### config.mk
export PLATFORM = sky130hd
export DESIGN_NAME = m_extcall_tx_fifo
export DESIGN_NICKNAME = d
export VERILOG_FILES = /design/src/rtl/extcall_pkg.sv /design/src/rtl/m_fifo_ram.sv /design/src/rtl/m_extcall_tx_fifo.sv
export SDC_FILE = /design/constraint.sdc
export NUM_CORES = 1
export LEC_CHECK = 0
export CAP_MARGIN = 25
export CORE_UTILIZATION = 60
export DETAILED_ROUTE_END_ITERATION = 6
export GPL_ROUTABILITY_DRIVEN = 0
export PLACE_DENSITY = 0.78
export SLEW_MARGIN = 30
export SYNTH_ARGS = -nofsm -noshare
export SYNTH_HDL_FRONTEND = slang
export SYNTH_SLANG_ARGS = --single-unit
### constraint.sdc
create_clock -name i_clk -period 5.7 [get_ports i_clk]
set_input_delay 0.57 -clock i_clk [delete_from_list [all_inputs] [get_ports i_clk]]
set_output_delay 0.57 -clock i_clk [all_outputs]
set_load 0.05 [all_outputs]
### src/rtl/extcall_pkg.sv
// rtl/extcall_pkg.sv - shared extcall stream width and stored-beat entry type
package extcall_pkg;

    localparam int EXTCALL_AXIS_W = 32;

    typedef struct packed {
        logic                      last;
        logic [EXTCALL_AXIS_W-1:0] data;
    } extcall_entry_t;

endpackage

### src/rtl/m_fifo_ram.sv
// rtl/m_fifo_ram.sv - DEPTH x W storage array, synchronous write, asynchronous read
module m_fifo_ram #(
    parameter int DEPTH = 16,
    parameter int W     = 33
) (
    input  logic                     i_clk,
    input  logic                     i_we,
    input  logic [$clog2(DEPTH)-1:0] i_waddr,
    input  logic [W-1:0]             i_wdata,
    input  logic [$clog2(DEPTH)-1:0] i_raddr,
    output logic [W-1:0]             o_rdata
);

    logic [W-1:0] mem [DEPTH];

    // No reset: contents are only ever observed behind a valid pointer range.
    always_ff @(posedge i_clk) begin
        if (i_we) begin
            mem[i_waddr] <= i_wdata;
        end
    end

    assign o_rdata = mem[i_raddr];

endmodule

### src/rtl/m_extcall_tx_fifo.sv
// rtl/m_extcall_tx_fifo.sv - extcall stream buffer; EXTCALL_TX_STORE_FWD_EN selects store-and-forward
module m_extcall_tx_fifo
    import extcall_pkg::*;
#(
    parameter int DEPTH  = 16,
    parameter int DATA_W = EXTCALL_AXIS_W
) (
    input  logic                   i_clk,
    input  logic                   i_rst_n,
    input  logic [DATA_W-1:0]      i_s_axis_tdata,
    input  logic                   i_s_axis_tlast,
    input  logic                   i_s_axis_tvalid,
    output logic                   o_s_axis_tready,
    output logic [DATA_W-1:0]      o_m_axis_tdata,
    output logic                   o_m_axis_tlast,
    output logic                   o_m_axis_tvalid,
    input  logic                   i_m_axis_tready,
    output logic [$clog2(DEPTH):0] o_level
);

    localparam int AW = $clog2(DEPTH);
    localparam int PW = AW + 1;

    logic [PW-1:0]   wr_ptr;
    logic [PW-1:0]   rd_ptr;
    logic [DATA_W:0] rd_entry;
    logic            empty;
    logic            full;
    logic            push;
    logic            pop;

    assign empty = (wr_ptr == rd_ptr);
    assign full  = (wr_ptr[AW] != rd_ptr[AW]) && (wr_ptr[AW-1:0] == rd_ptr[AW-1:0]);

    assign o_s_axis_tready = i_rst_n && !full;
    assign push            = i_s_axis_tvalid && o_s_axis_tready;
    assign pop             = o_m_axis_tvalid && i_m_axis_tready;
    assign o_level         = wr_ptr - rd_ptr;

    assign o_m_axis_tdata  = empty ? '0 : rd_entry[DATA_W-1:0];
    assign o_m_axis_tlast  = !empty && rd_entry[DATA_W];

    always_ff @(posedge i_clk or negedge i_rst_n) begin
        if (!i_rst_n) begin
            wr_ptr <= '0;
            rd_ptr <= '0;
        end else begin
            if (push) wr_ptr <= wr_ptr + PW'(1);
            if (pop)  rd_ptr <= rd_ptr + PW'(1);
        end
    end

`ifdef EXTCALL_TX_STORE_FWD_EN
    logic [PW-1:0] pkt_cnt;

    always_ff @(posedge i_clk or negedge i_rst_n) begin
        if (!i_rst_n) begin
            pkt_cnt <= '0;
        end else begin
            case ({push && i_s_axis_tlast, pop && o_m_axis_tlast})
                2'b10:   pkt_cnt <= pkt_cnt + PW'(1);
                2'b01:   pkt_cnt <= pkt_cnt - PW'(1);
                default: pkt_cnt <= pkt_cnt;
            endcase
        end
    end

    // Both terms can only fall through a pop, so tvalid needs no extra hold state.
    assign o_m_axis_tvalid = !empty && ((pkt_cnt != '0) || full);
`else
    assign o_m_axis_tvalid = !empty;
`endif

    m_fifo_ram #(
        .DEPTH (DEPTH),
        .W     (DATA_W + 1)
    ) u_ram (
        .i_clk   (i_clk),
        .i_we    (push),
        .i_waddr (wr_ptr[AW-1:0]),
        .i_wdata ({i_s_axis_tlast, i_s_axis_tdata}),
        .i_raddr (rd_ptr[AW-1:0]),
        .o_rdata (rd_entry)
    );

endmodule

==> metrics.txt <==
# TYPE chip_impl_metric gauge
chip_impl_info{name="status",value="complete, no violations"} 1
chip_impl_metric{name="place_area",unit="µm²"} 22400
chip_impl_metric{name="yosysWarningCount",unit=""} 0
chip_impl_metric{name="routed_wire_length_per_instance",unit="µm"} 27.8
chip_impl_metric{name="drc_errors",unit=""} 0
chip_impl_info{name="cts_root_buf",value="sky130_fd_sc_hd__clkbuf_16"} 1
chip_impl_metric{name="critical_path_required",unit="ps"} 5130
chip_impl_metric{name="drt_first_pass_iters",unit=""} 7
chip_impl_metric{name="dpl_worst_slack",unit="ps"} 1720
chip_impl_metric{name="insertion_delay",unit="ps"} 560
chip_impl_metric{name="postCtsSetupRepairBufs",unit=""} 0
chip_impl_metric{name="syn_area_per_cell",unit="µm²"} 21.9
chip_impl_metric{name="effective_utilization_at_floorplan",unit="%"} 61.1
chip_impl_metric{name="top_level_port_count",unit=""} 77
chip_impl_metric{name="die_width",unit="µm"} 190
chip_impl_metric{name="leakage",unit="nW"} 7.81
chip_impl_metric{name="final.period_utilization",unit="%"} 80.1
chip_impl_metric{name="nNetsFinal",unit=""} 1113
chip_impl_info{name="cts_tree",value="done"} 1
chip_impl_metric{name="number_of_buffers_added_to_fix_hold_violations_after_cts",unit=""} 0
chip_impl_metric{name="routed_wirelength",unit="µm"} 43400
chip_impl_metric{name="setup_viol",unit=""} 0
chip_impl_metric{name="synth.cell_area",unit="µm²"} 21100
chip_impl_metric{name="worst-slew-pin-transition",unit="ps"} 918
chip_impl_metric{name="filler_free_cell_count_of_the_finished_design",unit=""} 1560
chip_impl_metric{name="hold-worst-slack",unit="ps"} 371
chip_impl_metric{name="n_fill_cell",unit=""} 2073
chip_impl_metric{name="synthesis.nets",unit=""} 1010
chip_impl_info{name="critical_path_class",value="reg -> out"} 1
chip_impl_metric{name="ir_drop",unit="mV"} 0.644
chip_impl_metric{name="die_area",unit="µm²"} 35900
chip_impl_metric{name="detail-route-antenna-nets",unit=""} 0
chip_impl_metric{name="synthArstFlopShare",unit="%"} 1.86
chip_impl_metric{name="max_cap_violations",unit=""} 0
chip_impl_metric{name="drt_iter0_markers",unit=""} 1095
chip_impl_info{name="worst_setup_path_startpoint",value="rd_ptr[0]$_DFFE_PN0P_"} 1
chip_impl_metric{name="grt_antenna_before_repair",unit=""} 0
chip_impl_metric{name="worstPathArrival",unit="ps"} 4000
chip_impl_info{name="synth-main-ff-cell",value="sky130_fd_sc_hd__edfxtp_1"} 1
chip_impl_metric{name="placementRows",unit=""} 68
chip_impl_metric{name="fraction_of_power_consumed_by_sequential_logic",unit="%"} 37.0
chip_impl_metric{name="setup-tns-final",unit="ps"} 0
chip_impl_info{name="grt_setup_unrepaired",value="false"} 1
chip_impl_metric{name="layout-drive-gt1-share",unit="%"} 21.5
chip_impl_metric{name="max_freq",unit="GHz"} 0.219
chip_impl_metric{name="grt_overflow",unit=""} 0
chip_impl_metric{name="synth-edff-count",unit=""} 528
chip_impl_metric{name="post_cts_resize_count",unit=""} 0
chip_impl_metric{name="cts.sink_count",unit=""} 538
chip_impl_metric{name="ys_types",unit=""} 32
chip_impl_metric{name="final.min_clock_period",unit="ps"} 4570
chip_impl_metric{name="worst-path-max-fanout",unit=""} 30
chip_impl_metric{name="internal-power",unit="mW"} 8.38
chip_impl_metric{name="power.switching_fraction",unit="%"} 34.6
chip_impl_info{name="worstReg2RegStart",value="rd_ptr[0]$_DFFE_PN0P_"} 1
chip_impl_metric{name="area_delta_synth_final",unit="%"} 14.2
chip_impl_metric{name="combinational_share_of_power",unit="%"} 37.7
chip_impl_metric{name="cts-root-to-sink-buffers",unit=""} 3
chip_impl_metric{name="slew_violations",unit=""} 0
chip_impl_metric{name="dr_total_vias",unit=""} 10000
chip_impl_metric{name="clock_tree_skew_after_final_layout",unit="ps"} 12.2
chip_impl_metric{name="final_area",unit="µm²"} 24100
chip_impl_metric{name="first_global_vias",unit=""} 10200
chip_impl_metric{name="powerDensity",unit="nW/µm²"} 532
chip_impl_metric{name="power.share.clock",unit="%"} 25.3
chip_impl_metric{name="num_antenna_cells",unit=""} 0
chip_impl_metric{name="grt_max_degree",unit=""} 136
chip_impl_metric{name="timing_hold_violations_final",unit=""} 0
chip_impl_metric{name="post_drt_via_cell_ratio",unit=""} 6.41
chip_impl_metric{name="grt_first_pass_wirelength",unit="µm"} 64200
chip_impl_metric{name="slew_headroom",unit="%"} 38.8
chip_impl_metric{name="placed_cells_incl_taps",unit=""} 1466
chip_impl_metric{name="cts-buffers-inserted",unit=""} 51
chip_impl_metric{name="dp.final_hpwl",unit="µm"} 22600
chip_impl_metric{name="synth.ff_latch_count",unit=""} 538
chip_impl_metric{name="netlist_instances",unit=""} 963
chip_impl_metric{name="clkTransAtPathRegs",unit="ps"} 60
chip_impl_metric{name="synth-seq-area-share",unit="%"} 76.4
chip_impl_metric{name="buffer_ports.inserted",unit=""} 76
chip_impl_metric{name="core_footprint",unit="µm²"} 34500
chip_impl_metric{name="chipHeight",unit="µm"} 190
chip_impl_info{name="setup.worst_path.start_class",value="register"} 1
chip_impl_metric{name="layout_setup_ws",unit="ps"} 1130
chip_impl_info{name="worstHoldPathType",value="in -> async"} 1
chip_impl_info{name="crit_path_end_kind",value="primary output"} 1
chip_impl_metric{name="grt_util_all_layers",unit="%"} 25.0
chip_impl_metric{name="cts_max_level",unit=""} 2
chip_impl_metric{name="netSwitchingPower",unit="mW"} 4.44
-- power groups by stage --
stage          logic, mW  registers [mW]  clock network, mW
2_1_floorplan       3.51            4.71                  0
3_3_place_gp        4.76            4.80                  0
3_5_place_dp        4.80            4.81                  0
4_1_cts             4.84            4.74               3.28
5_1_grt             5.08            4.76               3.42
6_report            4.84            4.74               3.24
-- cell usage after synthesis, drive strengths merged (7+ instances only) --
library cell | count | share of area [%]
and2 | 8 | 0.24
buf | 38 | 1.2
clkbuf | 16 | 0.28
dfrtp | 10 | 1.2
edfxtp | 528 | 75
ha | 9 | 0.53
inv | 7 | 0.12
mux2 | 33 | 1.8
mux4 | 131 | 15
nand2 | 41 | 0.73
nand3 | 98 | 2.3
xnor2 | 9 | 0.37
-- layer usage --
| metal | up-vias | wire [µm] | GRT usage (%) |
|---|---|---|---|
| li1 | 4243 | - | - |
| met1 | 5216 | 16800 | 34.0 |
| met2 | 462 | 22300 | 41.7 |
| met3 | 86 | 3160 | 3.86 |
| met4 | 0 | 1140 | 8.50 |
| met5 | - | 0 | 0 |
-- layout make-up --
| cell class | count | area, µm² | area share, % |
|---|---|---|---|
| Timing Repair Buffer | 104 | 1060 | 4.41 |
| Inverter | 7 | 26.3 | 0.109 |
| Clock inverter | 31 | 243 | 1.01 |
| Tap cell | 455 | 569 | 2.36 |
| Multi-Input combinational cell | 364 | 4710 | 19.6 |
| Sequential cell | 538 | 16100 | 66.9 |
| Clock buffer | 61 | 1360 | 5.63 |
-- final timing paths --
path,to,slack [ps],cells past startpoint
hold / removal,rd_ptr[1]$_DFFE_PN0P_,370,1
min in group i_clk,wr_ptr[4]$_DFFE_PN0P_,530,1
setup reg to reg,u_ram.mem[4][23]$_DFFE_PP_,1890,6
max in group asynchronous,rd_ptr[0]$_DFFE_PN0P_,4910,1
hold reg to reg,wr_ptr[4]$_DFFE_PN0P_,530,1
setup / recovery,o_m_axis_tlast,1130,7
-- state kept, by name, indices dropped and copies added, names as in the netlist --
name       count
u_ram.mem    528
wr_ptr         5
rd_ptr         5
-- through the flow --
step	utilization, %	power (mW)
after global placement	64.9	9.56
after global routing	69.7	13.3
after detailed placement	65.0	9.62
after CTS	69.6	12.9
after floorplan	-	8.23
final	69.7	12.8
-- cell usage in the layout (no fill, tap or decap), types with 5 or more instances in the layout --
cell                                n
sky130_fd_sc_hd__dfrtp_1            7
sky130_fd_sc_hd__clkinv_1          15
sky130_fd_sc_hd__xnor2_1            9
sky130_fd_sc_hd__mux4_2            85
sky130_fd_sc_hd__clkbuf_16         53
sky130_fd_sc_hd__and2_2             5
sky130_fd_sc_hd__clkinv_2          10
sky130_fd_sc_hd__buf_4             22
sky130_fd_sc_hd__clkbuf_1           8
sky130_fd_sc_hd__mux4_1            46
sky130_fd_sc_hd__clkdlybuf4s50_1   76
sky130_fd_sc_hd__edfxtp_1         528
sky130_fd_sc_hd__inv_1              7
sky130_fd_sc_hd__mux2_2            33
sky130_fd_sc_hd__nand2_1           40
sky130_fd_sc_hd__ha_1               9
sky130_fd_sc_hd__nand3_1           98
-- cells by family after synthesis --
kind of cell | share of synthesized area, %
compound gates | 0.397
xor+xnor | 0.540
fa+ha+maj | 0.629
buf+inv | 1.63
flops | 76.4
mux | 16.6
simple gates | 3.84
-- worst max-delay path: stages, from the launching register on --
cell and delay (ps):
sky130_fd_sc_hd__dfrtp_4 780, sky130_fd_sc_hd__ha_1 340, sky130_fd_sc_hd__and4_1 260, sky130_fd_sc_hd__a21oi_4 630, sky130_fd_sc_hd__buf_4 370, sky130_fd_sc_hd__nand2_1 80
sky130_fd_sc_hd__nand3_1 120, sky130_fd_sc_hd__clkdlybuf4s50_1 830
No activity file was read; power rests on OpenSTA's default activity.
